==> src/rtl/svm_sequencer.sv <==
// Command sequencer feeding a space-vector modulator: queues phase-voltage triplets,
// issues one per PWM period, and guards the modulator with a period watchdog.
module svm_sequencer #(
  parameter int D_WIDTH    = 16,
  parameter int FIFO_DEPTH = 4,
  parameter int WD_MARGIN  = 8
) (
  input  logic               clk,
  input  logic               rst,
  input  logic               cmd_valid,
  output logic               cmd_ready,
  input  logic [D_WIDTH-1:0] cmd_vA,
  input  logic [D_WIDTH-1:0] cmd_vB,
  input  logic [D_WIDTH-1:0] cmd_vC,
  input  logic [D_WIDTH-1:0] cfg_period,
  input  logic               cfg_wr,
  input  logic               enable,
  input  logic               clear_fault,
  output logic [D_WIDTH-1:0] svm_vA,
  output logic [D_WIDTH-1:0] svm_vB,
  output logic [D_WIDTH-1:0] svm_vC,
  output logic [D_WIDTH-1:0] svm_period,
  output logic               svm_in_valid,
  input  logic               svm_out_valid,
  output logic               busy,
  output logic               underrun,
  output logic               cfg_err,
  output logic               fault,
  output logic [31:0]        period_count
);

  localparam int AW = $clog2(FIFO_DEPTH);
  localparam int WW = D_WIDTH + 2;

  typedef enum logic [1:0] {IDLE, ISSUE, RUN, FAULT} state_t;

  state_t                 state, state_nx;
  logic [3*D_WIDTH-1:0]   mem [FIFO_DEPTH];
  logic [AW:0]            wr_ptr, rd_ptr;
  logic                   empty, full, push, pop, issue_go;
  logic [D_WIDTH-1:0]     shadow;
  logic [WW-1:0]          wd_cnt, wd_next;
  logic                   wd_expire;

  // Two periods plus margin, widened so a full-scale period cannot wrap.
  function automatic logic [WW-1:0] wd_limit(input logic [D_WIDTH-1:0] p);
    return ({2'b00, p} << 1) + WW'(WD_MARGIN);
  endfunction

  assign empty     = (wr_ptr == rd_ptr);
  assign full      = (wr_ptr[AW] != rd_ptr[AW]) && (wr_ptr[AW-1:0] == rd_ptr[AW-1:0]);
  assign cmd_ready = !full;
  assign push      = cmd_valid && !full;
  assign issue_go  = (state_nx == ISSUE);
  assign pop       = issue_go && !empty;

  assign wd_next   = wd_cnt + WW'(1);
  assign wd_expire = (wd_next >= wd_limit(svm_period));

  assign svm_in_valid = (state == ISSUE);
  assign busy         = (state != IDLE);
  assign fault        = (state == FAULT);

  always_comb begin
    state_nx = state;
    case (state)
      IDLE:    if (enable && !empty) state_nx = ISSUE;
      ISSUE:   state_nx = RUN;
      RUN: begin
        if (svm_out_valid)  state_nx = enable ? ISSUE : IDLE;
        else if (wd_expire) state_nx = FAULT;
      end
      FAULT:   if (clear_fault) state_nx = IDLE;
      default: state_nx = IDLE;
    endcase
  end

  // Queue storage carries no reset; occupancy lives entirely in the pointers.
  always_ff @(posedge clk) begin
    if (push) mem[wr_ptr[AW-1:0]] <= {cmd_vA, cmd_vB, cmd_vC};
  end

  always_ff @(posedge clk) begin
    if (rst) begin
      state        <= IDLE;
      wr_ptr       <= '0;
      rd_ptr       <= '0;
      svm_vA       <= '0;
      svm_vB       <= '0;
      svm_vC       <= '0;
      svm_period   <= D_WIDTH'(1000);
      shadow       <= D_WIDTH'(1000);
      period_count <= '0;
      underrun     <= 1'b0;
      cfg_err      <= 1'b0;
      wd_cnt       <= '0;
    end else begin
      state <= state_nx;
      if (push) wr_ptr <= wr_ptr + 1'b1;
      if (pop)  rd_ptr <= rd_ptr + 1'b1;

      // Head is latched on the ISSUE-entry edge; an empty queue keeps the last triplet.
      if (pop) {svm_vA, svm_vB, svm_vC} <= mem[rd_ptr[AW-1:0]];
      if (issue_go || state == IDLE) svm_period <= shadow;

      if (issue_go)          wd_cnt <= '0;
      else if (state == RUN) wd_cnt <= wd_next;

      if (state == RUN && svm_out_valid) period_count <= period_count + 32'd1;

      if (clear_fault && state != FAULT) begin
        underrun <= 1'b0;
        cfg_err  <= 1'b0;
      end
      if (issue_go && empty) underrun <= 1'b1;
      if (cfg_wr) begin
        if (cfg_period >= D_WIDTH'(2)) shadow  <= cfg_period;
        else                           cfg_err <= 1'b1;
      end
    end
  end

endmodule

==> config.mk <==
export PLATFORM = sky130hd
export DESIGN_NAME = svm_sequencer
export DESIGN_NICKNAME = d
export VERILOG_FILES = /design/src/rtl/svm_sequencer.sv
export SDC_FILE = /design/constraint.sdc
export NUM_CORES = 1
export LEC_CHECK = 0
export CAP_MARGIN = 20
export CORE_AREA = 2 2 154 156
export CTS_CLUSTER_DIAMETER = 50
export CTS_CLUSTER_SIZE = 24
export DETAILED_ROUTE_END_ITERATION = 10
export DIE_AREA = 0 0 156 158
export GPL_TIMING_DRIVEN = 0
export PLACE_DENSITY = 0.87
export SKIP_CTS_REPAIR_TIMING = 1
export SLEW_MARGIN = 30
export SYNTH_ARGS = -nofsm -noshare
export SYNTH_HDL_FRONTEND = slang
export SYNTH_SLANG_ARGS = --single-unit
==> constraint.sdc <==
create_clock -name clk -period 8.14 [get_ports clk]
set_input_delay 1.628 -clock clk [delete_from_list [all_inputs] [get_ports clk]]
set_output_delay 1.628 -clock clk [all_outputs]
set_load 0.05 [all_outputs]
Yosys cells after proc, flatten, opt, wreduce, memory -nomap -nowiden
Memories as Yosys holds them, arrays and structs flattened. A register that Yosys moved wholly into a read port is not among the register bits.
Index checks and enable logic that the tools add are counted.
{ "totals": {"wordCells": 53, "ram_bits": 192, "input_bits": 71, "n_memories": 1, "reg_bits": 92} }
{ "memory_table": {"columns": ["memory", "depth", "width", "read_ports", "rd_clocked_by_memory_dff", "wr", "line", "source"], "rows": [
  ["mem", 4, 48, 1, 1, 1, "38", "logic [3*D_WIDTH-1:0] mem [FIFO_DEPTH];"]
]} }
{ "op_classes": {"muxes": 13, "eq_ne": 8, "add_sub_neg": 5, "n_reduce_logical": 15, "order_cmp": 2} }
{ "ops": {"columns": ["operator", "n"], "rows": [
  ["$add 32x1->32 const B", 1],
  ["$add 17x4->18 const B", 1],
  ["$add 18x1->18 const B", 1],
  ["$ge 18x18->1", 1],
  ["$ge 16x2->1 const B", 1],
  ["$mux 1", 8],
  ["$mux 2", 4],
  ["$pmux 2 s4", 1],
  ["$logic_and 1x1->1", 7],
  ["$add 3x1->3 const B", 2],
  ["$eq 2x1->1 const B", 2],
  ["$eq 2x2->1 const B", 2],
  ["$reduce_bool 2->1", 2],
  ["$eq 3x3->1", 1],
  ["$eq 2x2->1", 1],
  ["$logic_not 1->1", 2],
  ["$logic_not 2->1", 1],
  ["$ne 2x2->1 const B", 1],
  ["$reduce_and 2->1", 1],
  ["$reduce_or 2->1", 1],
  ["$logic_or 1x1->1", 1],
  ["$ne 1x1->1", 1]
]} }

Depth between registers and ports, before layout
{ "logic_depth": {"ltp_word": 8, "ltp_mapped": 12} }

Worst setup path after synthesis
OpenSTA, ideal clock, no wires.
{ "synth_timing": {"path_kind": "input-to-reg", "from": "in cmd_valid", "to": "mem mem[3][0] (netlist name) (enable)", "required_time_ns": 7.728, "path_buffers": 0, "setup_time_ns": 0.412, "cell_stages": 3, "arrival_time_ns": 3.236, "path_slack_ns": 4.492, "cell_sequence": "inv_1 -> a31oi_1 -> and2_1"} }
{ "synth_via": {"elab_chain_cells": 3} }
{ "synth_lines": {"columns": ["element", "line", "source"], "rows": [
  ["from (decl)", "10", "input logic cmd_valid,"],
  ["$logic_and 1x1->1", "53", "assign push = cmd_valid && !full;"],
  ["$mux 1", "80", "if (push) mem[wr_ptr[AW-1:0]] <= {cmd_vA, cmd_vB, cmd_vC};"],
  ["$mux 1 (implied by the code)", "80", null],
  ["to (decl)", "38", null]
]} }
No other way between the ends.

Worst setup path in the final report
{ "layout_timing": {"from": "reg rd_ptr[0]", "to": "out cmd_ready"} }
{ "layout_via": {"elab_chain_cells": 3} }
{ "layout_lines": {"columns": ["element", "line", "source"], "rows": [
  ["from (decl)", "39", "logic [AW:0] wr_ptr, rd_ptr;"],
  ["from (signal assigned)", "100", "if (pop) rd_ptr <= rd_ptr + 1'b1;"],
  ["$eq 2x2->1", "51", "assign full = (wr_ptr[AW] != rd_ptr[AW]) && (wr_ptr[AW-1:0] == rd_ptr[AW-1:0]);"],
  ["$logic_and 1x1->1", "51", null],
  ["$logic_not 1->1", "52", "assign cmd_ready = !full;"],
  ["to (decl)", "11", "output logic cmd_ready,"]
]} }
No other way between the ends.

==> impl_metrics.toml <==
[outcome]
outcome = "complete, no violations"

[route]
vias = 8928
drt_wl_total_um = 31000
drcViolationCount = 0
drt_iter0_markers = 731
drtPass1Iterations = 5
antenna_left = 0
wl_per_cell_um = 20.0
viasPerCell = 5.76

[global_route]
grt_usage_pct = 25.1
grt_pass1_wl_um = 47500
grt_start_max_net_pins = 37
grt-ovfl-total = 0
grt_pass1_vias = 8828
antenna_found_initial = 0

[sta]
finalCriticalPeriod_ps = 3960
relSlewSlack_pct = 44.8
timing.hold.ws_ps = 455
setup_violations = 0
hold_viol = 0
finalCritPeriodShare_pct = 48.6
rsz0062_at_grt = "false"
fin_skew_ps = 12.2
setup_ws_ps = 4180
worstMarginPinSlew_ps = 828
tns_ps = 0
maxSlewViolCount = 0
clock.fmax_mhz = 253

[critical_path]
path_class = "reg2out"
endpoint_kind = "output port"
r2r_setup_slack_ps = 4720
cp-start-kind = "register"
crit_required_ps = 6510
cp_max_fo = 5
cp_data_arrival_time_ps = 2330

[synthesis]
synth_cell_types = 49
synth_nets = 1128
synth-edff-count = 192
yosysMostFrequentCell = "edfxtp_1"
synth_commonest_cells = "edfxtp_1 (192), nand2_1 (164), dfxtp_1 (140)"
yosysTopAreaCell = "edfxtp_1"
ys_seq_area_share_pct = 64.3
synth_seq_cells = 332
netlist.area_leader.share_pct = 43.3
netlist_area_mm2 = 0.0133
synthTopCellsByArea = "edfxtp_1 (43%), dfxtp_1 (21%), mux4_2 (8.1%)"
syn_inst = 1032
synth_ff_type = "edfxtp_1"
yosysWarnings = 0
synthArstFlopShare_pct = 0
synth_area_per_cell_um2 = 12.9

[floorplan]
core_mm2 = 0.0231
num_io_pins = 173
rows = 56
dieWidth_um = 156
initial_utilization_pct = 57.8
die_y_um = 158
die-area_mm2 = 0.0246

[clock_network]
tritoncts = "yes"
cts-buffers-inserted = 29
clkSinkCount = 332
insertion_delay_ps = 560
clockBufferDepth = 3
path_clk_slew_ps = 70
cts_root_buf = "clkbuf_16"
h-tree-depth = 1

[layout]
syn_to_final_growth_pct = 24.3
nets = 1334
nFillCells = 1458
seq_area_mm2 = 0.00857
drive_above_1_share_pct = 10.5
multiInputGateArea_mm2 = 0.00445
stdcell_area_mm2 = 0.0166

[power_and_ir_drop]
peakVddDrop_v = 0.000242
power_mw = 4.23
p_per_area_mw_per_mm2 = 255
total_leakage_power_nw = 5.70

[place]
dpl_worst_slack_ps = 4300
io_buffers = 171
dp_hpwl_um = 20300
placed_area_mm2 = 0.0155
gp_congestion = 0.834

[min_path]
hold_path.class = "reg2reg"

[run]
cap_viol_max_count = 0
-- layout make-up --
type / instances / share of cell area, %
flip-flops and latches: 332 / 51.7
inverters: 22 / 0.498
repair buffers: 175 / 10.8
clock inverters: 23 / 1.99
diodes: 1 / 0.0151
clock buffers: 30 / 4.46
plain buffers: 54 / 1.49
multi-input cells: 624 / 26.8
well taps: 290 / 2.19
-- power by group --
group,switching [mW],internal [mW]
logic,0.480,0.300
registers,0.0584,1.88
clock network,0.688,0.829
total,1.23,3.01
-- state kept, by name, indices dropped and copies added, names as in the netlist --
register	count
underrun	1
shadow	16
rd_ptr	3
svm_vB	16
svm_vA	16
mem	192
period_count	32
wr_ptr	3
wd_cnt	18
cfg_err	1
state	2
svm_period	16
svm_vC	16
-- cell families after synthesis --
family,Yosys count,synth area share (%)
compound gates,87,3.60
xor+xnor,78,5.13
fa+ha+maj,25,2.35
buf+inv,76,2.46
flops,332,64.3
mux,69,9.69
simple gates,365,12.5
-- cell usage in the layout, fill, tap and decap left out, types with 29 or more instances in the layout --
cell / count
xnor2_1: 48
xor2_1: 30
a21oi_1: 68
clkbuf_16: 29
dfxtp_1: 140
nand2_1: 164
nor2_1: 88
clkbuf_1: 36
edfxtp_1: 192
mux4_2: 48
clkdlybuf4s50_1: 171
-- final timing paths --
path	endpoint	depth (start not counted)	from
max	cmd_ready	4	rd_ptr[0]$_SDFFE_PP0P_
min	svm_vC[8]$_SDFFE_PP0P_	2	svm_vC[8]$_SDFFE_PP0P_
max reg2reg	state[0]$_SDFF_PP0_	12	wd_cnt[10]$_SDFFE_PP0P_
min reg2reg	svm_vC[8]$_SDFFE_PP0P_	2	svm_vC[8]$_SDFFE_PP0P_
-- worst max-delay path, stage by stage (launching register included) --
cell and delay (ps):
dfxtp_1 340, clkbuf_1 290, xnor2_1 190, nand3_1 110, clkdlybuf4s50_1 850
-- through the flow --
step           util, %  std cells
5_1_grt           71.9       1550
4_1_cts           71.9       1550
3_5_place_dp      67.2       1497
2_1_floorplan        -       1032
3_3_place_gp      66.8       1493
6_report          71.9       1551
-- layer usage --
layer | part of all wire [%] | up-vias | global-route usage [%]
met4 | 2.7 | 0 | 8.08
met5 | 0 | - | 0
met1 | 40 | 4324 | 32.5
met2 | 50 | 394 | 43.0
li1 | - | 4135 | -
met3 | 8.0 | 75 | 4.79
No activity file was read; power rests on OpenSTA's default activity.
==> variant: new RTL, config.mk and constraints unchanged <==
The parameter `D_WIDTH` goes from 16 to 18.
--- a/src/rtl/svm_sequencer.sv
+++ b/src/rtl/svm_sequencer.sv
@@ -3,3 +3,3 @@
 module svm_sequencer #(
-  parameter int D_WIDTH    = 16,
+  parameter int D_WIDTH    = 18,
   parameter int FIFO_DEPTH = 4,
Ports: changed (8 resized); port bits go from 173 to 189. No check against the original RTL was run, so the function may have changed too.
==> variant against the original RTL <==
- sequential cell count up 36
- setup slack better by 68 ps
- clock skew up 1.6 ps
- total power up 9.0%
- area after synthesis up 12%
- maximum frequency up 1.7%
- hold slack worse by 4.2 ps
- combinational power up 15%
- cell area up 10%
- wire length up 13%
- largest power group unchanged
==> variant: results (changes against the original RTL) <==
Reg2Reg Depth=11 (-1); initial antenna violation count=2 (+2); Total GRT Usage=28.42% (+3.4 points); DRT iter0 DRCs=792 (+8.3%); largest net degree at the start of global routing=43 (+16%); grt ovf=0 (unchanged); hold path cells=2 (unchanged); vias in the first global route=9807 (+11%); met2 Usage GRT=49.68% (+6.7 points); Cell variety after synth=51 (+4.1%); flop2flop setup slack=4770 ps (+50 ps); Worst Min Path Start=shadow[1]; fin nets=1473 (+10%); GP Congestion=0.8222 (-1.4%); vias per cell=5.954 (+3.4%); Crit Path Max Fanout=5 (unchanged); FF-to-FF Start=svm_period[2]; GR Layer Usage met3=5.721% (+0.93 points); clk_lat worst skew=580 ps (+20 ps); share of cells above drive strength 1=12.50% (+2.0 points); first-pass GRT wire length=53520 um (+13%); Peak VDD IR=0.0002322 V (-3.9%); prevailing post-synth register cell=edfxtp_1; routed length per placed instance=20.88 um (+4.3%); hold endpoint=svm_period[1]; number of flip-flops in the largest register=216 (+13%); Syn Nets=1251 (+11%); placed cell area=17200 sq um (+11%); met1 usage=35.72% (+3.2 points); I/O Buffers=185 (+8.2%); setup tns final=0 ps (unchanged); synth top area cells=edfxtp_1 44%, dfxtp_1 20%, mux4_2 8.2%; WP data arrival=2260 ps (-70 ps); number of flops mapped to enable cells by yosys=216 (+13%); hpwl dp=23060 um (+14%); worst setup path startpoint=wr_ptr[0]; Worst Hold Class=reg -> reg; Crit Reg-Reg Endpoint=state[0]; post-synthesis sequential area ratio=63.99% (-0.29 points); Root Driver=clkbuf_16; Synth top cells by count=216 x edfxtp_1, 203 x nand2_1, 152 x dfxtp_1, 88 x a21oi_1, 78 x nor2_1; outcome=finished, final reports clean; Max Clock Skew=13.81 ps (+1.597 ps); First-pass DRT Iterations=5 (unchanged); CTS Buf Count=31 (+6.9%); FILL cells=1250 (-14%); Pleak=6.283 nW (+10%); Slew headroom=37.95% (-6.8 points); H-Tree Depth=1 (unchanged)
-- variant: cell types whose count changed after synthesis, sizes merged, moves of 10 or more --
cell	before	now
a21oi	68	88
buf	13	32
clkbuf	40	27
dfxtp	140	152
edfxtp	192	216
mux2i	21	6
nand2	164	204
nand3	26	36
nor2	88	78
-- variant: routing by layer --
layer / wire length [um] / vias up
met5: 26 / -
met4: 1119 / 4
met3: 2680 / 80
met2: 17980 / 432
met1: 13340 / 4923
li1: - / 4582
-- variant: layout make-up --
type	count	share of cell area [%]
Inverter	18	0.3691
Sequential cell	368	52.06
Buffer	59	1.586
Antenna cell	1	0.01367
Clock buffer	35	4.429
Multi-Input combinational cell	700	27.40
Timing Repair Buffer	189	10.59
Clock inverter	23	1.572
Tap cell	290	1.982
-- variant: stage by stage --
stage	cells	setup slack (ps)	power [W]	hold WS, ps	util [%]
floorplan	1145	4351	0.002768	431.5	-
global placement	1620	2832	0.003040	439.6	74.21
detailed placement	1624	4211	0.003076	442.6	74.63
CTS	1682	4278	0.004625	451.6	79.40
global route	1682	4225	0.004756	475.2	79.40
finish	1683	4249	0.004615	450.9	79.41
-- variant: critical path, stage by stage, from the launching register on --
cell,delay (ps)
dfxtp_1,380
xnor2_1,360
nand3_1,210
clkdlybuf4s50_1,750
-- variant: kinds of logic (layout without fill, tap and decap cells) --
logic type               after synthesis  count (layout)  share of synthesized area [%]
AND/OR/NAND/NOR                      411             411                          13.22
flip-flops                           368             368                          63.99
AO/OA/AOI/OAI                        116             116                          4.487
XOR/XNOR                              86              86                          5.058
buffers and inverters                 77             324                          2.403
multiplexers                          60              60                          8.570
adder cells (fa/ha/maj)               27              27                          2.268
other                                  0               1                              0
-- variant: where the power goes --
group,leakage [nW],internal [W],switching [W]
clock network,0.523,0.000802,0.000762
registers,3.22,0.00209,0.0000659
logic,2.54,0.000344,0.000553
-- variant: worst max path at each step --
| stage | endpoint | depth (start not counted) |
|---|---|---|
| 4_1_cts | cmd_ready | 3 |
| 3_3_place_gp | mem[3][28] | 4 |
| 3_5_place_dp | mem[3][45] | 5 |
| 6_report | cmd_ready | 3 |
| 2_1_floorplan | mem[3][0] | 3 |
| 5_1_grt | cmd_ready | 3 |
